## src/rtl/reg_file_wb_arbiter.sv

```systemverilog
// Round-robin write-back arbiter for the reg_file write port.
// One grant per cycle, registered into a single output stage.
module reg_file_wb_arbiter #(
  parameter int NUM_SRC    = 3,
  parameter int DATA_WIDTH = 32,
  parameter int ADDR_WIDTH = 5,
  localparam int IDX_W     = (NUM_SRC > 1) ? $clog2(NUM_SRC) : 1
) (
  input  logic                          clk,
  input  logic                          rst_n,
  input  logic [NUM_SRC-1:0]            req_valid,
  input  logic [NUM_SRC*ADDR_WIDTH-1:0] req_reg,
  input  logic [NUM_SRC*DATA_WIDTH-1:0] req_data,
  output logic [NUM_SRC-1:0]            req_ready,
  output logic                          wr_en,
  output logic [ADDR_WIDTH-1:0]         wr_reg,
  output logic [DATA_WIDTH-1:0]         wr_data,
  output logic [IDX_W-1:0]              grant_idx
);

  logic [IDX_W-1:0]      rr_ptr;
  logic [IDX_W-1:0]      gnt_idx;
  logic [IDX_W-1:0]      cand;
  logic                  found;
  logic [ADDR_WIDTH-1:0] sel_reg;
  logic [DATA_WIDTH-1:0] sel_data;
  int unsigned           j;

  // Scan from rr_ptr with wrap; first valid source wins. Reset blocks grants.
  always_comb begin
    gnt_idx = '0;
    cand    = '0;
    found   = 1'b0;
    j       = 0;
    for (int k = 0; k < NUM_SRC; k++) begin
      j    = (int'(rr_ptr) + k) % NUM_SRC;
      cand = IDX_W'(j);
      if (!found && req_valid[cand]) begin
        found   = 1'b1;
        gnt_idx = cand;
      end
    end
    if (!rst_n) found = 1'b0;
    req_ready = found ? (NUM_SRC'(1) << gnt_idx) : '0;
    sel_reg   = req_reg[int'(gnt_idx)*ADDR_WIDTH +: ADDR_WIDTH];
    sel_data  = req_data[int'(gnt_idx)*DATA_WIDTH +: DATA_WIDTH];
  end

  // Advance pointer past the winner; x0 targets complete but never write.
  always_ff @(posedge clk) begin
    if (!rst_n) begin
      rr_ptr    <= '0;
      wr_en     <= 1'b0;
      wr_reg    <= '0;
      wr_data   <= '0;
      grant_idx <= '0;
    end else begin
      wr_en <= found && (sel_reg != '0);
      if (found) begin
        rr_ptr <= (gnt_idx == IDX_W'(NUM_SRC-1)) ? '0 : gnt_idx + 1'b1;
      end
      if (found && (sel_reg != '0)) begin
        wr_reg    <= sel_reg;
        wr_data   <= sel_data;
        grant_idx <= gnt_idx;
      end
    end
  end

endmodule

```

## config.mk

```make
export PLATFORM = sky130hd
export DESIGN_NAME = reg_file_wb_arbiter
export DESIGN_NICKNAME = d
export VERILOG_FILES = /design/src/rtl/reg_file_wb_arbiter.sv
export SDC_FILE = /design/constraint.sdc
export NUM_CORES = 1
export LEC_CHECK = 0
export CAP_MARGIN = 20
export CORE_ASPECT_RATIO = 0.7
export CORE_MARGIN = 4
export CORE_UTILIZATION = 37
export CTS_CLUSTER_SIZE = 10
export DETAILED_ROUTE_END_ITERATION = 7
export GPL_TIMING_DRIVEN = 1
export PLACE_DENSITY = 0.78
export SYNTH_ARGS = -nofsm -noshare
export SYNTH_HDL_FRONTEND = slang
export SYNTH_SLANG_ARGS = --single-unit
```

## constraint.sdc

```tcl
create_clock -name clk -period 2.85 [get_ports clk]
set_input_delay 0.4275 -clock clk [delete_from_list [all_inputs] [get_ports clk]]
set_output_delay 0.4275 -clock clk [all_outputs]
set_load 0.01 [all_outputs]
```

==> summary.md, run 1 <==
| Metric | Value |
|---|---|
| Status | completed |
| Max FFs per register | 32 |
| Primary FF master, synth | dfxtp_1 |
| Placed cell areas | 5020 sq um |
| Worst hold slack | ~0.53 ns |
| Routed WL | between 10,000 and 15,000 um |
| Critical path type | reg -> reg |
| Fin crit period | 2.79 ns |
| Drt pass-1 iters | 5 |
| Hold path depth | 2 |
| Async SR Flop Fraction | 0% |
| Final setup viols | 0 |
| YS warnings | 0 |
| Leak | slightly below 0.002 uW |
| Overall Global Routing Usage | between 20% and 30% |
| Maximum vdd drop | ~0.00073 V |
| DR vias | 3,814 |
| Worst EP required | slightly below 3 ns |
| Share of cells above drive strength 1 | between 10% and 20% |
| Total of max-cap violations | 0 |
| Drt wl/cell | approximately 17 um |
| Critical Path, Cell by Cell | inv_1, ha_2, mux2i_4, o21ai_4, o31ai_4, buf_4, buf_4, mux2_2, mux2i_2, o31a_1, o311ai_0 |
| Synthesized cell area | ~3200 sq um |
| Yosys top cell area share | 26.6% |
| Global placer's final weighted congestion | 0.855 |
| Hold Startpoint | wr_data[28] |
| Num CTS Buffers | 5 |
| Fin nets | ~720 |
| CTS root buf | clkbuf_16 |
| Startpoint type of the worst setup path | register |
| Port Buffer Count | roughly 160 |
| Clock tree buffer depth | 2 |
| Final period util | between 90% and 100% |
| Top cells by area in the synthesized netlist | dfxtp_1 27%, nand2_1 14%, o221ai_2 14%, a21oi_1 11%, and2_1 5.9% |
| Reg2reg setup slack | ~0.065 ns |
| Worst R2R End | wr_data[26] |
| Clock latency on the worst-skew pair | 0.28 ns |
| Slowest Stage Delay on Critical Path | about 0.35 ns |
| Distinct cells, synth | 44 |
| Reg2reg start | rr_ptr[1] |
| Hold WC Path Type | reg -> reg |
| Synth Instances | 432 |
| Worst slew pin tran | approximately 0.5 ns |
| Clk_skew | 0.00616 ns |
| Largest net degree at the start of global routing | 46 |
| Post-synth EDFFs | 0 |
| Fmax achieved | 0.359 GHz |
| Clk slew on worst S/H paths | around 0.06 ns |
| Most common cell in the netlist | nand2_1 |
| Diode count | 0 |
| Vias per cell | ~5.4 |
| Number of global-route vias before repair | between 3,000 and 4,000 |
| Slew headroom | roughly 67% |
| Kind of end point of the critical path | register |
| H-Tree Depth | 2 |
| Die footprint | between 10,000 and 15,000 sq um |
| Boundary Pins | between 150 and 200 |
| Max FO, Critical Path | 8 |
| TritonCTS clock tree | built |
| # rows | 27 |
| Synth top cells by count | 120 x nand2_1, 67 x a21oi_1, 42 x dfxtp_1 |
| Area Growth Syn to Fin | 68.2% |
| Routed Antenna Nets | 0 |
| Layout fillers | roughly 690 |
| Sequential share of the synthesized area | between 20% and 30% |
| Hold Path Sink | wr_data[28] |
| Initial Util | between 30% and 40% |
| Cell mode on critical path | buf_4 |
| CTS Sinks | 42 |
| Iter 0 DRT Violations | 179 |
| First-pass GRT wire length | between 15,000 and 20,000 um |
| Final Hold Vio Count | 0 |
| DRC violations left | 0 |
| Die W | 119 um |
| Area leader, netlist | dfxtp_1 |
| PwrDens | approximately 1100 nW/um^2 |
| Syn nets | 552 |
| Syn Area/Cell | approximately 7.3 sq um |
| Design area | ~5300 sq um |
| Antenna violations before repair | 0 |
| Worst EP arrival | about 3 ns |
| Core Area | a little over 8000 sq um |
| Max Transition Viols Final | 0 |
| RSZ-0062 raised after global routing | yes |
| Gr ovfl total | 0 |
| Reg2reg path depth | 11 |
| Post-DP HPWL | slightly below 9000 um |
| Slowest cell on the critical path | dfxtp_2 |
| Synth Register Bits | 42 |
| Die height | ~85 um |
[final cells by class]
type | count | area (sq um) | area share (%)
well taps | 101 | 126 | 2.38
repair buffers | 201 | 1930 | 36.3
multi-input cells | 346 | 2270 | 42.6
clock buffers | 7 | 133 | 2.49
inverters | 5 | 18.8 | 0.353
flip-flops and latches | 42 | 843 | 15.9
[layout by cell type, fill, tap and decap left out, drive strengths merged, types with 2 or more instances in the layout]
| cell type | Yosys | layout |
|---|---|---|
| nor2 | 17 | 17 |
| a21o | 3 | 3 |
| mux2 | 2 | 2 |
| a22oi | 2 | 2 |
| a211oi | 6 | 6 |
| mux2i | 6 | 6 |
| nand3 | 12 | 12 |
| nand2b | 2 | 2 |
| o31a | 2 | 2 |
| clkbuf | 28 | 8 |
| nand2 | 120 | 120 |
| a21oi | 67 | 67 |
| o311a | 2 | 2 |
| nand4 | 2 | 2 |
| o311ai | 2 | 2 |
| ha | 4 | 4 |
| and2 | 30 | 30 |
| nor2b | 4 | 4 |
| o221ai | 32 | 32 |
| inv | 5 | 5 |
| buf | 11 | 43 |
| nand4b | 2 | 2 |
| dfxtp | 42 | 42 |
| dlygate4sd2 | 0 | 5 |
| o211ai | 3 | 3 |
| nor3 | 6 | 6 |
| o21ai | 6 | 6 |
| clkdlybuf4s50 | 0 | 152 |
[where the power goes]
part	total [uW]	switching [uW]	internal, uW
combinational	4480	2400	2080
sequential	957	130	827
clock	533	213	320
total	5970	2740	3230
[worst max-delay path: cells and delay by family, from the launching register on]
family / cells / cell delay (ns)
AO/OA/AOI/OAI: 4 / 0.75
adder cells (fa/ha/maj): 1 / 0.26
buffers and inverters: 3 / 0.42
flip-flops: 1 / 0.35
multiplexers: 3 / 0.85
[through the flow]
step	power [uW]	setup TNS [ns]	instances	util [%]	worst slack, ns
3_3_place_gp	4930	-4.57	690	62.2	-0.167
6_report	5970	0	702	65.9	0.0648
4_1_cts	5770	0	699	64.8	0.0120
5_1_grt	6400	-1.28	702	65.9	-0.0631
2_1_floorplan	3460	0	432	-	0.124
3_5_place_dp	5070	-11.31	690	62.2	-0.310
[timing repair]
action | 4_1_cts | 5_1_grt
resized for setup | 21 | 16
hold buffers | 0 | 0
setup endpoints to repair | 39 | 43
pin swaps | 3 | 3
setup buffers | 2 | 3
[worst max path at each step]
stage / start / cells after the start / end / slack (ns)
final: rr_ptr[1] / 11 / wr_data[26] / 0.06
after global placement: req_valid[2] / 7 / req_ready[1] / -0.17
after global routing: rr_ptr[1] / 11 / wr_data[17] / -0.06
after floorplan: rr_ptr[0] / 10 / wr_data[10] / 0.12
after detailed placement: req_valid[1] / 10 / wr_data[21] / -0.31
after CTS: rr_ptr[1] / 11 / wr_reg[0] / 0.01
[metal layers]
| metal | up-vias | track usage (%) | part of all wire (%) |
|---|---|---|---|
| met5 | - | 0 | 0 |
| met4 | 0 | 5.15 | 1.7 |
| met3 | 20 | 6.60 | 8.6 |
| met2 | 165 | 40.0 | 49 |
| met1 | 1761 | 25.4 | 40 |
| li1 | 1868 | - | - |
[cell families (layout without fill, tap and decap cells)]
family                   Yosys count  after routing  synth area share (%)
adder cells (fa/ha/maj)            4              4                  1.58
AND/OR/NAND/NOR                  198            198                  27.9
AO/OA/AOI/OAI                    136            136                  35.1
buffers and inverters             44            213                  6.25
flip-flops                        42             42                  26.6
multiplexers                       8              8                  2.61
No activity file was read; power rests on OpenSTA's default activity.
==> inputs of run 2 (changes only) <==
--- a/config.mk
+++ b/config.mk
@@ -9,7 +9,6 @@
 export CORE_ASPECT_RATIO = 0.7
 export CORE_MARGIN = 4
 export CORE_UTILIZATION = 37
-export CTS_CLUSTER_SIZE = 10
 export DETAILED_ROUTE_END_ITERATION = 7
 export GPL_TIMING_DRIVEN = 1
 export PLACE_DENSITY = 0.78
==> results of run 2 <==
Final layout, timing and power as in run 1 (identical DEF).
==> inputs of run 3 (changes only) <==
--- a/config.mk
+++ b/config.mk
@@ -7,11 +7,10 @@
 export LEC_CHECK = 0
 export CAP_MARGIN = 20
 export CORE_ASPECT_RATIO = 0.7
-export CORE_MARGIN = 4
-export CORE_UTILIZATION = 37
+export CORE_MARGIN = 3
+export CORE_UTILIZATION = 25
 export DETAILED_ROUTE_END_ITERATION = 7
 export GPL_TIMING_DRIVEN = 1
-export PLACE_DENSITY = 0.78
 export SYNTH_ARGS = -nofsm -noshare
 export SYNTH_HDL_FRONTEND = slang
 export SYNTH_SLANG_ARGS = --single-unit
==> run 3 against run 2 <==
Critical path type is now reg -> out. Setup slack better by 0.0013 ns. Largest power group unchanged. Clock power grew 8.3%. Combinational power is 2% higher.
==> summary.md, run 3 (same netlist as run 1, synthesis figures left out) <==
| Metric | Value |
|---|---|
| Gr ovfl total | 0 (unchanged) |
| Die footprint | 14,100 sq um (was 10,100 sq um) |
| Critical path type | reg -> out (was reg -> reg) |
| Reg2reg start | rr_ptr[0] (was rr_ptr[1]) |
| Register Area | 843 sq um (unchanged) |
| Pint | 3350 uW (was 3230 uW) |
| Worst R2R End | wr_reg[3] (was wr_data[26]) |
| Worst EP arrival | 2.36 ns (was 2.92 ns) |
| Final setup viols | 0 (unchanged) |
| Worst slew pin tran | 0.433 ns (was 0.488 ns) |
| Diode count | 0 (unchanged) |
| Slowest cell on the critical path | mux2_2 (was dfxtp_2) |
| Max FO, Critical Path | 8 (unchanged) |
| Port Buffer Count | 158 (unchanged) |
| First-pass GRT wire length | 19,200 um (was 18,400 um) |
| Initial Util | 26.3% (was 39.2%) |
| Post-layout util | 45.7% (was 65.9%) |
| Maximum vdd drop | 0.000453 V (was 0.000729 V) |
| Final period util | 97.7% (about the same) |
| Switching power share of the total | 45.1% (was 45.9%) |
| Most frequent cells in the layout | 152 x clkdlybuf4s50_1, 119 x nand2_1, 66 x a21oi_1 (unchanged) |
| H-Tree Depth | 2 (unchanged) |
| Core Area | 12,000 sq um (was 8070 sq um) |
| Overall Global Routing Usage | 16.7% (was 21.9%) |
| Fmax achieved | 0.359 GHz (about the same) |
| Fin nets | 726 (was 721) |
| Iter 0 DRT Violations | 163 (was 179) |
| Kind of end point of the critical path | output pin (was register) |
| Antenna violations before repair | 0 (unchanged) |
| Fin crit period | 2.78 ns (was 2.79 ns) |
| Routed Antenna Nets | 0 (unchanged) |
| Share of cells above drive strength 1 | 19.8% (was 17.6%) |
| Worst EP required | 2.42 ns (was 2.98 ns) |
| Hold path depth | 2 (unchanged) |
| PnR worst setup slack | 0.0661 ns (was 0.0648 ns) |
| Global placer's final weighted congestion | 0.836 (was 0.855) |
| Max Transition Viols Final | 0 (unchanged) |
| Die W | 140 um (was 119 um) |
| Area Growth Syn to Fin | 73.7% (was 68.2%) |
| Vias per cell | 4.93 (was 5.43) |
| Clock latency on the worst-skew pair | 0.28 ns (about the same) |
| Hold WC Path Type | reg -> reg (unchanged) |
| CTS Sinks | 42 (unchanged) |
| TritonCTS clock tree | built (unchanged) |
| Hold Startpoint | wr_reg[0] (was wr_data[28]) |
| Switching pwr | 2750 uW (was 2740 uW) |
| Layout fillers | 1,156 (was 686) |
| Reg2reg path depth | 13 (was 11) |
| Final Hold Vio Count | 0 (unchanged) |
| Clock tree buffer depth | 2 (unchanged) |
| Clk slew on worst S/H paths | 0.06 ns (about the same) |
| Boundary Pins | 159 (unchanged) |
| Total of max-cap violations | 0 (unchanged) |
| PwrDens | 1110 nW/um^2 (was 1120 nW/um^2) |
| CTS root buf | clkbuf_16 (unchanged) |
| Slowest Stage Delay on Critical Path | 0.36 ns (was 0.35 ns) |
| Number of global-route vias before repair | 3,760 (was 3,891) |
| Setup_tns | 0 ns (unchanged) |
| Area taken by multi-input logic gates | 2290 sq um (was 2270 sq um) |
| Largest net degree at the start of global routing | 46 (unchanged) |
| Hold Path Sink | wr_reg[0] (was wr_data[28]) |
| Worst hold slack | 0.520 ns (was 0.526 ns) |
| Routed WL | 12,300 um (was 11,800 um) |
| Clk_skew | 0.00405 ns (was 0.00616 ns) |
| Comb pwr share | 75.0% (about the same) |
| Drt wl/cell | 16.0 um (was 16.9 um) |
| Die height | 100 um (was 85.4 um) |
| Reg2reg setup slack | 0.12 ns (was 0.06 ns) |
| RSZ-0062 raised after global routing | yes (unchanged) |
| Slew headroom | 71.2% (was 67.3%) |
| Num CTS Buffers | 5 (unchanged) |
| Startpoint type of the worst setup path | register (unchanged) |
| DRC violations left | 0 (unchanged) |
| DR vias | 3,770 (was 3,814) |
| Leak | 0.00207 uW (was 0.00199 uW) |
| Critical Path, Cell by Cell | inv_2, ha_4, mux2_2, mux2i_4, nor4b_4, nand2b_4, buf_4, nor3_1, dlygate4sd2_1 (was inv_1, ha_2, mux2i_4, o21ai_4, o31ai_4, buf_4, buf_4, mux2_2, mux2i_2, o31a_1, o311ai_0) |
| Place WS | -0.258 ns (was -0.310 ns) |
| Commonest non-fill, non-tap cell in the layout | clkdlybuf4s50_1 (unchanged) |
| Drt pass-1 iters | 5 (unchanged) |
| Post-DP HPWL | 9270 um (was 8890 um) |
| Sequential power share | 15.5% (was 16.0%) |
| Clock network power share | 9.5% (was 8.9%) |
| Max FFs per register | 32 (unchanged) |
| # rows | 33 (was 27) |
| Status | completed (unchanged) |
| Hold buffers post-CTS | 0 (unchanged) |
[run 3: through the flow]
step,std cells,cell area (sq um),power (uW)
after floorplan,432,3160,3460
after global placement,744,5100,5040
after detailed placement,744,5100,5150
after CTS,757,5350,5930
after global routing,764,5500,6590
final,764,5500,6100
[run 3: worst max path at each step]
stage                             from  depth (start not counted)           end
after floorplan              rr_ptr[0]                         10   wr_data[10]
after global placement    req_valid[2]                          9   wr_data[28]
after detailed placement  req_valid[1]                         11   wr_data[27]
after CTS                    rr_ptr[0]                         11   wr_data[27]
after global routing         rr_ptr[0]                          9  req_ready[0]
final                        rr_ptr[0]                          9  req_ready[0]
[run 3: area by class of cell]
class	instances	area share [%]
timing repair buffer	206	36.4
tap	157	3.57
clock buffer	7	2.60
inverter	5	0.342
sequential	42	15.3
clock inverter	1	0.0911
multi-input combinational	346	41.7
[run 3: metal layers]
| layer | vias to the layer above | GRT usage (%) | routed length (um) |
|---|---|---|---|
| met5 | - | 0 | 0 |
| met4 | 0 | 3.05 | 95 |
| met3 | 12 | 4.38 | 876 |
| met2 | 114 | 28.4 | 5840 |
| met1 | 1761 | 21.6 | 5440 |
| li1 | 1883 | - | - |
[run 3: worst max-delay path, delay by kind of cell (launching register included)]
kind	cells	cell delay, ns
flops	1	0.35
mux	2	0.53
simple gates	3	0.52
buf+inv	3	0.50
fa+ha+maj	1	0.18
[run 3: repair_timing]
action | in CTS | in global routing
setup buffers | 5 | 7
pin swaps | 3 | 6
cloned | 0 | 0
gates resized for setup | 19 | 25
setup endpoints to repair | 38 | 43
[run 3: power groups by stage]
stage                     Sequential (uW)  Combinational (uW)  Clock, uW
after CTS                             946                4390        599
after global routing                  983                4980        626
after floorplan                      1030                2440          0
after detailed placement              949                4210          0
after global placement                944                4100          0
final                                 948                4570        577
==> edit: new RTL, config.mk and constraints of run 3 <==
`NUM_SRC`: 3 -> 2.
--- a/src/rtl/reg_file_wb_arbiter.sv
+++ b/src/rtl/reg_file_wb_arbiter.sv
@@ -1,7 +1,7 @@
 // Round-robin write-back arbiter for the reg_file write port.
 // One grant per cycle, registered into a single output stage.
 module reg_file_wb_arbiter #(
-  parameter int NUM_SRC    = 3,
+  parameter int NUM_SRC    = 2,
   parameter int DATA_WIDTH = 32,
   parameter int ADDR_WIDTH = 5,
   localparam int IDX_W     = (NUM_SRC > 1) ? $clog2(NUM_SRC) : 1
Interface: changed (5 resized); port bits go from 159 to 119. No check against the original RTL was run, so the function may have changed too.
==> edit against run 3 <==
  * Sequential cell count fell by 2
  * Power down 77%
  * Worst setup slack improved by 0.38 ns
  * Routed wire length is 56% lower
  * Sequential power is 31% lower
  * Area after synthesis decreased by 42%
  * Design area shrank 42%
  * Largest power group is now registers
==> edit: results (changes against run 3) <==
{
  "yosys": {
    "synth_nets": {"value": 256, "change": "-54%"},
    "post_synth_most_frequent_cells": "71 x sky130_fd_sc_hd__mux2i_1, 41 x sky130_fd_sc_hd__nand2_1, 40 x sky130_fd_sc_hd__dfxtp_1",
    "synth_cell_types": {"value": 15, "change": "-66%"},
    "yosysSeqAreaShare": {"value": 43.96, "unit": "%", "change": "+17 points"}
  },
  "power_and_ir_drop": {
    "leakagePower": {"value": 1.400, "unit": "nW", "change": "-32%"}
  },
  "critical_path": {
    "crit_path_max_fanout": {"value": 5, "change": "-3"},
    "critPathTopFamily": "buffers and inverters",
    "cp-startpoint": "req_valid[1]",
    "crit_path_top_delay_cell": "sky130_fd_sc_hd__clkdlybuf4s50_1",
    "reg2reg_depth": {"value": 5, "change": "-8"},
    "register_to_register_setup_slack": {"value": 0.71, "unit": "ns", "change": "+0.59 ns"},
    "crit-reg2reg-launch": "rr_ptr",
    "cpPeakStageDelay": {"value": 0.56, "unit": "ns", "change": "+0.20 ns"},
    "critical_path.reg2reg.endpoint": "wr_data[26]",
    "arrival": {"value": 1.98, "unit": "ns", "change": "-0.38 ns"}
  },
  "placed_design": {
    "placement.io_buffers": {"value": 118, "change": "-25%"},
    "place_hpwl": {"value": 4226, "unit": "um", "change": "-54%"}
  },
  "route": {
    "drt_first_iter_violations": {"value": 48, "change": "-71%"},
    "drt_wl_total": {"value": 5364, "unit": "um", "change": "-56%"},
    "first_pass_iters": {"value": 4, "change": "-1"}
  },
  "clock_tree": {
    "ctsResizeCount": {"value": 0, "change": "-19"},
    "cts_setup_buffers": {"value": 0, "change": "-5"},
    "cts.root.buffer_cell": "sky130_fd_sc_hd__clkbuf_8"
  },
  "sta": {
    "fmaxAchievable": {"value": 0.4159, "unit": "GHz", "change": "+16%"},
    "timing.clock.skew": {"value": 0.007616, "unit": "ns", "change": "+0.003570 ns"},
    "relSlewSlack": {"value": 36.45, "unit": "%", "change": "-35 points"}
  },
  "grt": {
    "grt_pass1_vias": {"value": 1594, "change": "-58%"},
    "grtUsageTotal": {"value": 12.16, "unit": "%", "change": "-4.5 points"}
  },
  "finish": {
    "share_of_layout_cells_above_drive_strength_1": {"value": 4.392, "unit": "%", "change": "-15 points"},
    "filler_cell_count": {"value": 674, "change": "-42%"}
  },
  "hold_path": {
    "timing.hold.worst_endpoint": "wr_data[5]"
  },
  "run_status": {
    "outcome": "finished, final reports clean"
  }
}
[edit: cell count changes after synthesis, sizes merged, moves of 15 or more]
cell / run 3 / this run
and2: 30 / 1
nand2: 120 / 41
nor2: 17 / 2
o221ai: 32 / 0
mux2i: 6 / 71
clkbuf: 28 / 4
a21oi: 67 / 0
[edit: cell families (layout without fill, tap and decap cells)]
family          count (synthesis)  in the layout  synth area share, %
flops                          40             40                43.96
compound gates                  8              8                3.021
buf+inv                        12            130                3.639
mux                            71             71                39.01
simple gates                   47             47                10.37
[edit: report_power, final]
group / total, W / switching (W) / internal [W] / leakage (nW)
combinational: 0.000439 / 0.000164 / 0.000276 / 1.03
sequential: 0.000652 / 0.0000306 / 0.000622 / 0.334
clock: 0.000332 / 0.000174 / 0.000158 / 0.0359
[edit: worst max path at each step]
stage	to
finish	req_ready[0]
CTS	req_ready[0]
global placement	wr_data[21]
detailed placement	wr_data[26]
floorplan	wr_data[1]
global route	wr_data[26]
[edit: worst reg2reg max path, cell delays in order, from the launching register on]
cell	delay, ns
sky130_fd_sc_hd__dfxtp_1	0.32
sky130_fd_sc_hd__nand2b_1	0.18
sky130_fd_sc_hd__and2_1	0.22
sky130_fd_sc_hd__a211oi_4	0.82
sky130_fd_sc_hd__buf_4	0.32
sky130_fd_sc_hd__mux2i_1	0.20
[edit: through the flow]
stage / cell area, um2 / total power [W] / worst slack (ns) / cells / hold WS [ns]
global route: 3212 / 0.001494 / 0.3237 / 390 / 0.4716
detailed placement: 3143 / 0.001110 / 0.1610 / 385 / 0.4471
finish: 3212 / 0.001423 / 0.4453 / 390 / 0.4545
global placement: 3143 / 0.001105 / 0.1620 / 385 / 0.4412
floorplan: 1822 / 0.0008336 / 1.082 / 178 / 0.4790
CTS: 3212 / 0.001447 / 0.4412 / 390 / 0.4583
[edit: final cells by class]
cell class / count / area, um2 / share of cell area (%)
tap: 94 / 117.6 / 3.662
inverter: 1 / 3.754 / 0.1169
sequential: 40 / 800.8 / 24.93
multi-input combinational: 126 / 969.7 / 30.19
timing repair buffer: 124 / 1251 / 38.96
clock buffer: 5 / 68.82 / 2.143
[edit: routing by layer]
metal  routed length (um)  global-route usage (%)  share of wire, %  vias to the layer above
met3                  715                   6.401                13                        5
met1                 2436                   16.48                45                      763
met4                   30                   2.648              0.56                        0
li1                     -                       -                 -                      852
met5                    0                       0                 0                        -
met2                 2182                   17.06                41                       80
